File: src/rtl/button_conditioner_if.sv
// Button conditioner signal bundle: raw button/enable in, debounced level and pulses out.
interface button_conditioner_if;
    logic btn_in;
    logic rep_en;
    logic btn_level;
    logic press_pulse;
    logic release_pulse;
    logic repeat_pulse;
    logic step_pulse;

    modport master (
        output btn_in, rep_en,
        input  btn_level, press_pulse, release_pulse, repeat_pulse, step_pulse
    );

    modport slave (
        input  btn_in, rep_en,
        output btn_level, press_pulse, release_pulse, repeat_pulse, step_pulse
    );
endinterface

File: src/rtl/button_conditioner.sv
// Synchronises and debounces a push-button, producing press/release/auto-repeat pulses
// and a combined step pulse for the downstream press counter.
module button_conditioner #(
    parameter int unsigned SYNC_STAGES     = 2,
    parameter int unsigned DEBOUNCE_CYCLES = 1000000,
    parameter int unsigned REPEAT_DELAY    = 50000000,
    parameter int unsigned REPEAT_RATE     = 10000000
) (
    input  logic                 clk,
    input  logic                 rst,
    button_conditioner_if.slave  bus
);

    localparam int unsigned MAX_AB  = (DEBOUNCE_CYCLES > REPEAT_DELAY) ? DEBOUNCE_CYCLES : REPEAT_DELAY;
    localparam int unsigned MAX_CNT = (MAX_AB > REPEAT_RATE) ? MAX_AB : REPEAT_RATE;
    localparam int unsigned CNT_W   = ($clog2(MAX_CNT) < 1) ? 1 : $clog2(MAX_CNT);

    localparam logic [CNT_W-1:0] DB_LAST    = CNT_W'(DEBOUNCE_CYCLES - 1);
    localparam logic [CNT_W-1:0] DELAY_LAST = CNT_W'(REPEAT_DELAY - 1);
    localparam logic [CNT_W-1:0] RATE_LAST  = CNT_W'(REPEAT_RATE - 1);

    typedef enum logic [2:0] {
        S_IDLE,
        S_DB_PRESS,
        S_HELD,
        S_RPT,
        S_DB_REL
    } state_t;

    logic [SYNC_STAGES-1:0] r_sync;
    state_t                 r_state;
    logic [CNT_W-1:0]       r_cnt;
    logic                   r_btn_level;
    logic                   r_press_pulse;
    logic                   r_release_pulse;
    logic                   r_repeat_pulse;

    logic                   w_s;
    state_t                 w_state_nxt;
    logic [CNT_W-1:0]       w_cnt_nxt;
    logic                   w_level_nxt;
    logic                   w_press_nxt;
    logic                   w_release_nxt;
    logic                   w_repeat_nxt;

    // Metastability chain; only its last stage feeds the FSM.
    always_ff @(posedge clk or negedge rst) begin
        if (!rst) begin
            r_sync <= '0;
        end else begin
            r_sync <= {r_sync[SYNC_STAGES-2:0], bus.btn_in};
        end
    end

    assign w_s = r_sync[SYNC_STAGES-1];

    always_ff @(posedge clk or negedge rst) begin
        if (!rst) begin
            r_state         <= S_IDLE;
            r_cnt           <= '0;
            r_btn_level     <= 1'b0;
            r_press_pulse   <= 1'b0;
            r_release_pulse <= 1'b0;
            r_repeat_pulse  <= 1'b0;
        end else begin
            r_state         <= w_state_nxt;
            r_cnt           <= w_cnt_nxt;
            r_btn_level     <= w_level_nxt;
            r_press_pulse   <= w_press_nxt;
            r_release_pulse <= w_release_nxt;
            r_repeat_pulse  <= w_repeat_nxt;
        end
    end

    always_comb begin
        w_state_nxt   = r_state;
        w_cnt_nxt     = r_cnt + CNT_W'(1);
        w_press_nxt   = 1'b0;
        w_release_nxt = 1'b0;
        w_repeat_nxt  = 1'b0;

        unique case (r_state)
            S_IDLE: begin
                w_cnt_nxt = '0;
                if (w_s) w_state_nxt = S_DB_PRESS;
            end
            S_DB_PRESS: begin
                if (!w_s) begin
                    w_state_nxt = S_IDLE;
                end else if (r_cnt == DB_LAST) begin
                    w_state_nxt = S_HELD;
                    w_press_nxt = 1'b1;
                end
            end
            S_HELD: begin
                if (!w_s) begin
                    w_state_nxt = S_DB_REL;
                end else if (bus.rep_en && (r_cnt == DELAY_LAST)) begin
                    w_state_nxt  = S_RPT;
                    w_repeat_nxt = 1'b1;
                end else if (r_cnt == DELAY_LAST) begin
                    w_cnt_nxt = r_cnt;
                end
            end
            S_RPT: begin
                if (!w_s) begin
                    w_state_nxt = S_DB_REL;
                end else if (r_cnt == RATE_LAST) begin
                    w_cnt_nxt    = '0;
                    w_repeat_nxt = 1'b1;
                end else if (!bus.rep_en) begin
                    w_state_nxt = S_HELD;
                end
            end
            S_DB_REL: begin
                if (w_s) begin
                    w_state_nxt = S_HELD;
                end else if (r_cnt == DB_LAST) begin
                    w_state_nxt   = S_IDLE;
                    w_release_nxt = 1'b1;
                end
            end
            default: begin
                w_state_nxt = S_IDLE;
            end
        endcase

        // One shared counter: every state change restarts it.
        if (w_state_nxt != r_state) w_cnt_nxt = '0;

        w_level_nxt = (w_state_nxt == S_HELD) || (w_state_nxt == S_RPT) || (w_state_nxt == S_DB_REL);
    end

    assign bus.btn_level     = r_btn_level;
    assign bus.press_pulse   = r_press_pulse;
    assign bus.release_pulse = r_release_pulse;
    assign bus.repeat_pulse  = r_repeat_pulse;
    assign bus.step_pulse    = r_press_pulse | r_repeat_pulse;

endmodule

File: src/flat_wrapper.sv
// flat-port wrapper written by rule: the top's interface ports become plain ports
module button_conditioner_flat 
#(
    parameter int unsigned SYNC_STAGES     = 2,
    parameter int unsigned DEBOUNCE_CYCLES = 1000000,
    parameter int unsigned REPEAT_DELAY    = 50000000,
    parameter int unsigned REPEAT_RATE     = 10000000
)
  (clk, rst, bus_btn_in, bus_rep_en, bus_btn_level, bus_press_pulse, bus_release_pulse, bus_repeat_pulse, bus_step_pulse);
  button_conditioner_if bus_i ();
  input  logic clk;
  input  logic rst;
  input wire logic [$bits(bus_i.btn_in)-1:0] bus_btn_in;
  input wire logic [$bits(bus_i.rep_en)-1:0] bus_rep_en;
  output wire logic [$bits(bus_i.btn_level)-1:0] bus_btn_level;
  output wire logic [$bits(bus_i.press_pulse)-1:0] bus_press_pulse;
  output wire logic [$bits(bus_i.release_pulse)-1:0] bus_release_pulse;
  output wire logic [$bits(bus_i.repeat_pulse)-1:0] bus_repeat_pulse;
  output wire logic [$bits(bus_i.step_pulse)-1:0] bus_step_pulse;
  assign bus_i.btn_in = bus_btn_in;
  assign bus_i.rep_en = bus_rep_en;
  assign bus_btn_level = bus_i.btn_level;
  assign bus_press_pulse = bus_i.press_pulse;
  assign bus_release_pulse = bus_i.release_pulse;
  assign bus_repeat_pulse = bus_i.repeat_pulse;
  assign bus_step_pulse = bus_i.step_pulse;
  button_conditioner #(.SYNC_STAGES(SYNC_STAGES), .DEBOUNCE_CYCLES(DEBOUNCE_CYCLES), .REPEAT_DELAY(REPEAT_DELAY), .REPEAT_RATE(REPEAT_RATE)) u_core (.clk(clk), .rst(rst), .bus(bus_i));
endmodule
File: config.mk
export PLATFORM = sky130hd
export DESIGN_NAME = button_conditioner_flat
export DESIGN_NICKNAME = d
export VERILOG_FILES = /design/src/rtl/button_conditioner_if.sv /design/src/rtl/button_conditioner.sv /design/src/flat_wrapper.sv
export SDC_FILE = /design/constraint.sdc
export NUM_CORES = 1
export LEC_CHECK = 0
export ABC_AREA = 1
export BUFFER_PORTS_ARGS = -buffer_cell sky130_fd_sc_hd__buf_4
export CORE_MARGIN = 8
export CORE_UTILIZATION = 60
export CTS_CLUSTER_DIAMETER = 40
export DETAILED_ROUTE_END_ITERATION = 10
export PLACE_DENSITY = 0.75
export SLEW_MARGIN = 20
export SYNTH_ARGS = -nofsm -noshare
export SYNTH_HDL_FRONTEND = slang
export SYNTH_SLANG_ARGS = --single-unit
export TNS_END_PERCENT = 50
File: constraint.sdc
create_clock -name clk -period 5.94 [get_ports clk]
set_clock_uncertainty 0.1 [all_clocks]
set_input_delay 1.782 -clock clk [delete_from_list [all_inputs] [get_ports clk]]
set_output_delay 1.782 -clock clk [all_outputs]
set_load 0.1 [all_outputs]
# Word level (Yosys, flattened, before mapping)
# Cells that the tools add are included.
[word_totals]
romBits = 0
reg_bits = 35
n_memories = 0
mem_bits_rw = 0
wordCells = 53
out_inout_bits = 5
latch_bits = 0
in_bits = 4
[op_classes]
mux = 28
n_reduce_logical = 4
mul = 0
n_shift = 0
addsub = 1
n_eq_ne = 12
bitwise_logic = 1
n_div = 0
n_lt_le_gt_ge = 0
[op_table]
columns = ["op", "n"]
rows = [
  ["$mux W26", 6],
  ["$pmux W26 S3", 1],
  ["$mux W3", 10],
  ["$add A26 B1 Y26 const B", 1],
  ["$eq A26 B20 Y1 const B", 1],
  ["$eq A26 B24 Y1 const B", 1],
  ["$eq A26 B26 Y1 const B", 1],
  ["$pmux W3 S5", 1],
  ["$eq A3 B2 Y1 const B", 4],
  ["$mux W1", 9],
  ["$eq A3 B3 Y1 const B", 2],
  ["$ne A5 B5 Y1 const B", 1],
  ["$eq A3 B1 Y1 const B", 1],
  ["$logic_not A3 Y1", 1],
  ["$ne A3 B3 Y1", 1],
  ["$logic_or A1 B1 Y1", 2],
  ["$pmux W1 S2", 1],
  ["$logic_and A1 B1 Y1", 1],
  ["$or A1 B1 Y1", 1],
]

# Logic depth before layout (Yosys ltp)
[logic_depth]
depth_word = 8
mapped_depth = 16
mapped_depth_nobuf = 15

# Worst setup path after synthesis
# Ideal clock, no wire load.
[synth_path]
kind = "register to output"
startpoint = "reg u_core.r_repeat_pulse (netlist: u_core.bus.repeat_pulse)"
endpoint = "out bus_step_pulse"
n_path_buf = 0
t_arrival_ns = 1.472
slack_ns = 2.586
required_time_ns = 4.058
path_stages_with_launch = 2
cell_sequence = "dfrtp_1 > or2_2"
[synth_between]
elab_chain_cells = 1
[synth_rtl]
columns = ["element", "line_no", "rtl"]
rows = [
  ["from (decl)", "button_conditioner.sv:36", "logic r_repeat_pulse;"],
  ["from (signal assigned)", "button_conditioner.sv:71", "r_repeat_pulse <= w_repeat_nxt;"],
  ["$or A1 B1 Y1", "button_conditioner.sv:138", "assign bus.step_pulse = r_press_pulse | r_repeat_pulse;"],
  ["to (decl)", "flat_wrapper.sv:19", "output wire logic [$bits(bus_i.step_pulse)-1:0] bus_step_pulse;"],
]
# Every way passes these cells.

# Worst setup path in the final report
# Same ends and word-level chain as after synthesis.

==> impl_metrics.yaml <==
sta:
  timing.final.crit_share_pct: 51.6
  rsz0062_at_grt: "false"
  slew_headroom_pct: 64.5
  hold_violations: 0
  setup_slack_ns: 2.87
  finalCriticalPeriod_ns: 3.07
  finalSetupTns_ns: 0
  setup_viol: 0
  fmax_mhz: 326
  tightest_slew_ns: 0.532
  drv_slew: 0
die:
  die_x_um: 77.6
  core_area_um2: 3660
  num_rows: 22
  fp.dieH_um: 77.6
  start_util_pct: 62.3
  die_area_um2: 6030
  ioPinCount: 9
clock_network:
  cts_tree: "built"
  cts_sinks: 35
  clock_latency_ns: 0.29
  htreeDepth: 2
  ctsResizeCount: 0
  clockRootBuffer: "clkbuf_8"
  clk_pin_slew_ns: 0.07
  numCtsBuffers: 5
  clk_path_buf_depth: 2
  cts_hold_buf: 0
  postCtsSetupRepairBufs: 0
finish:
  layout.nets: 341
  synthToLayoutAreaGrowth_pct: 8.29
  fin_util_pct: 67.4
  drive_gt1_share_pct: 17.5
  final_cell_mix: "nand2_1 (72), inv_1 (46), dfrtp_1 (35)"
  diodes: 0
  final_common_cell: "nand2_1"
  fin_cells: 385
critical_path:
  path_buf_inv: 1
  crit_required_ns: 4.06
  r2r_cells: 9
  worstPathMaxFanout: 2
  start_kind: "register"
  critPathCaptureType: "output pin"
  max_stage_delay_ns: 0.37
  regToRegSetupSlack_ns: 3.47
  timing.rr.start: "u_core.r_state[1]"
  path_cells: "or2_2 -> buf_4"
  critPathSlowestCell: "dfrtp_1"
  worst_path_dominant_cell_family: "flip-flops"
  crit_type: "register to output pin"
  timing.rr.end: "u_core.r_cnt[4]"
  cp.arrival_ns: 1.18
placed_design:
  post-place-cells: 377
  portBuffers: 8
  gp_congestion: 0.948
  hpwl_mm: 3.79
  post-place-ws_ns: 2.87
synthesis:
  synth_edf_count: 0
  async_reset_ff_share_pct: 100
  ys.flop_type: "dfrtp_1"
  netlist_area_um2: 2280
  syn-num-nets: 330
  synth_seq_cells: 35
  ys_seq_area_share_pct: 38.4
  ys_warn_count: 0
  synth_cell_types: 28
  syn_avg_cell_area_um2: 7.01
  syn_inst: 325
detailed_routing:
  wire_per_inst_um: 13.6
  first_iter_violations: 225
  vias: 2123
  wl_mm: 5.23
  drc_errors: 0
  firstDrtPassIters: 5
  via_per_inst: 5.51
  antenna_left: 0
min_path:
  min_path_cells: 0
  hold_start: "u_core.r_sync[0]"
  hp-class: "register to register"
  worstHoldEndpoint: "u_core.r_sync[1]"
global_routing:
  grt_overflow: 0
  grt_antenna_before_repair: 0
  grt_usage_pct: 18.3
  grt_max_degree: 36
  first_global_vias: 1967
  grt_pass1_wl_mm: 9.07
pwr:
  power.total_mw: 0.463
  max-vdd-ir-drop_mv: 0.167
  leakagePower_nw: 1.16
  p_per_area_nw_per_um2: 188
run_status:
  status: "finished clean"
job:
  cap_violations: 0
-- cells by family (layout without fill, tap and decap cells) --
family / Yosys count / in the layout / synth area share [%]
AND/OR/NAND/NOR: 204 / 204 / 42.6
buffers and inverters: 52 / 64 / 9.28
AO/OA/AOI/OAI: 30 / 30 / 7.96
XOR/XNOR: 3 / 3 / 1.15
adder cells (fa/ha/maj): 1 / 1 / 0.549
flip-flops: 35 / 35 / 38.4
-- report_power, final --
part	switching, mW	internal [mW]	leakage, nW
Sequential	0.00229	0.240	0.482
Clock	0.0817	0.106	0.0515
Combinational	0.0262	0.00709	0.626
-- area by class of cell --
cell class                      count  area, µm²
Multi-Input combinational cell    238       1190
Fill cell                         344       1190
Sequential cell                    35        876
Inverter                           48        180
Clock buffer                        8        100
Timing Repair Buffer                8       60.1
Tap cell                           48       60.1
-- registers in the layout, indices dropped and copies added (netlist names) --
signal                    flops
u_core.r_cnt                 26
u_core.r_state                3
u_core.r_sync                 2
u_core.bus.btn_level          1
u_core.bus.press_pulse        1
u_core.bus.release_pulse      1
u_core.bus.repeat_pulse       1
-- layer usage --
layer / wire [µm] / GRT usage (%) / vias to the layer above / share of wire (%)
li1: - / - / 1068 / -
met1: 2560 / 23.7 / 997 / 49
met2: 2350 / 28.7 / 52 / 45
met3: 273 / 5.76 / 6 / 5.2
met4: 41 / 5.09 / 0 / 0.78
met5: 0 / 0 / - / 0
-- through the flow --
step	hold WS, ns	instance area, µm²
2_1_floorplan	0.231	2280
3_3_place_gp	0.233	2370
3_5_place_dp	0.247	2370
4_1_cts	0.262	2470
5_1_grt	0.271	2470
6_report	0.258	2470
-- how the worst max path moves through the flow --
stage | start | end | slack [ns] | cells after the start
floorplan | u_core.bus.repeat_pulse | bus_step_pulse | 2.59 | 1
global placement | bus_rep_en | u_core.r_cnt[5] | 2.94 | 11
detailed placement | bus_rep_en | u_core.r_cnt[8] | 2.87 | 11
CTS | u_core.bus.repeat_pulse | bus_step_pulse | 2.86 | 2
global route | u_core.bus.press_pulse | bus_step_pulse | 2.84 | 2
finish | u_core.bus.repeat_pulse | bus_step_pulse | 2.87 | 2
-- synth_stat cells (2+ instances only) --
library cell	number	area [µm²]
nand2_1	72	270
inv_1	46	173
dfrtp_1	35	876
nor2_1	33	124
nand3_1	30	150
nor2_2	30	188
nor3_1	13	65.1
nand4_1	11	68.8
o21ai_0	10	50.1
a21oi_1	9	45.0
o211ai_1	5	37.5
or2_2	5	31.3
a31oi_1	3	18.8
nand2_2	3	18.8
nor4_1	3	18.8
xor2_1	3	26.3
buf_6	2	22.5
inv_2	2	7.51
-- worst register-to-register path: stages, from the launching register on --
cell,delay [ns]
dfrtp_1,0.38
inv_1,0.08
nor2_1,0.24
nand2_1,0.13
nor2_1,0.22
nand3_1,0.10
nand2_1,0.37
inv_1,0.39
a31oi_1,0.27
nor2_2,0.06
(Power assumes the default switching activity.)
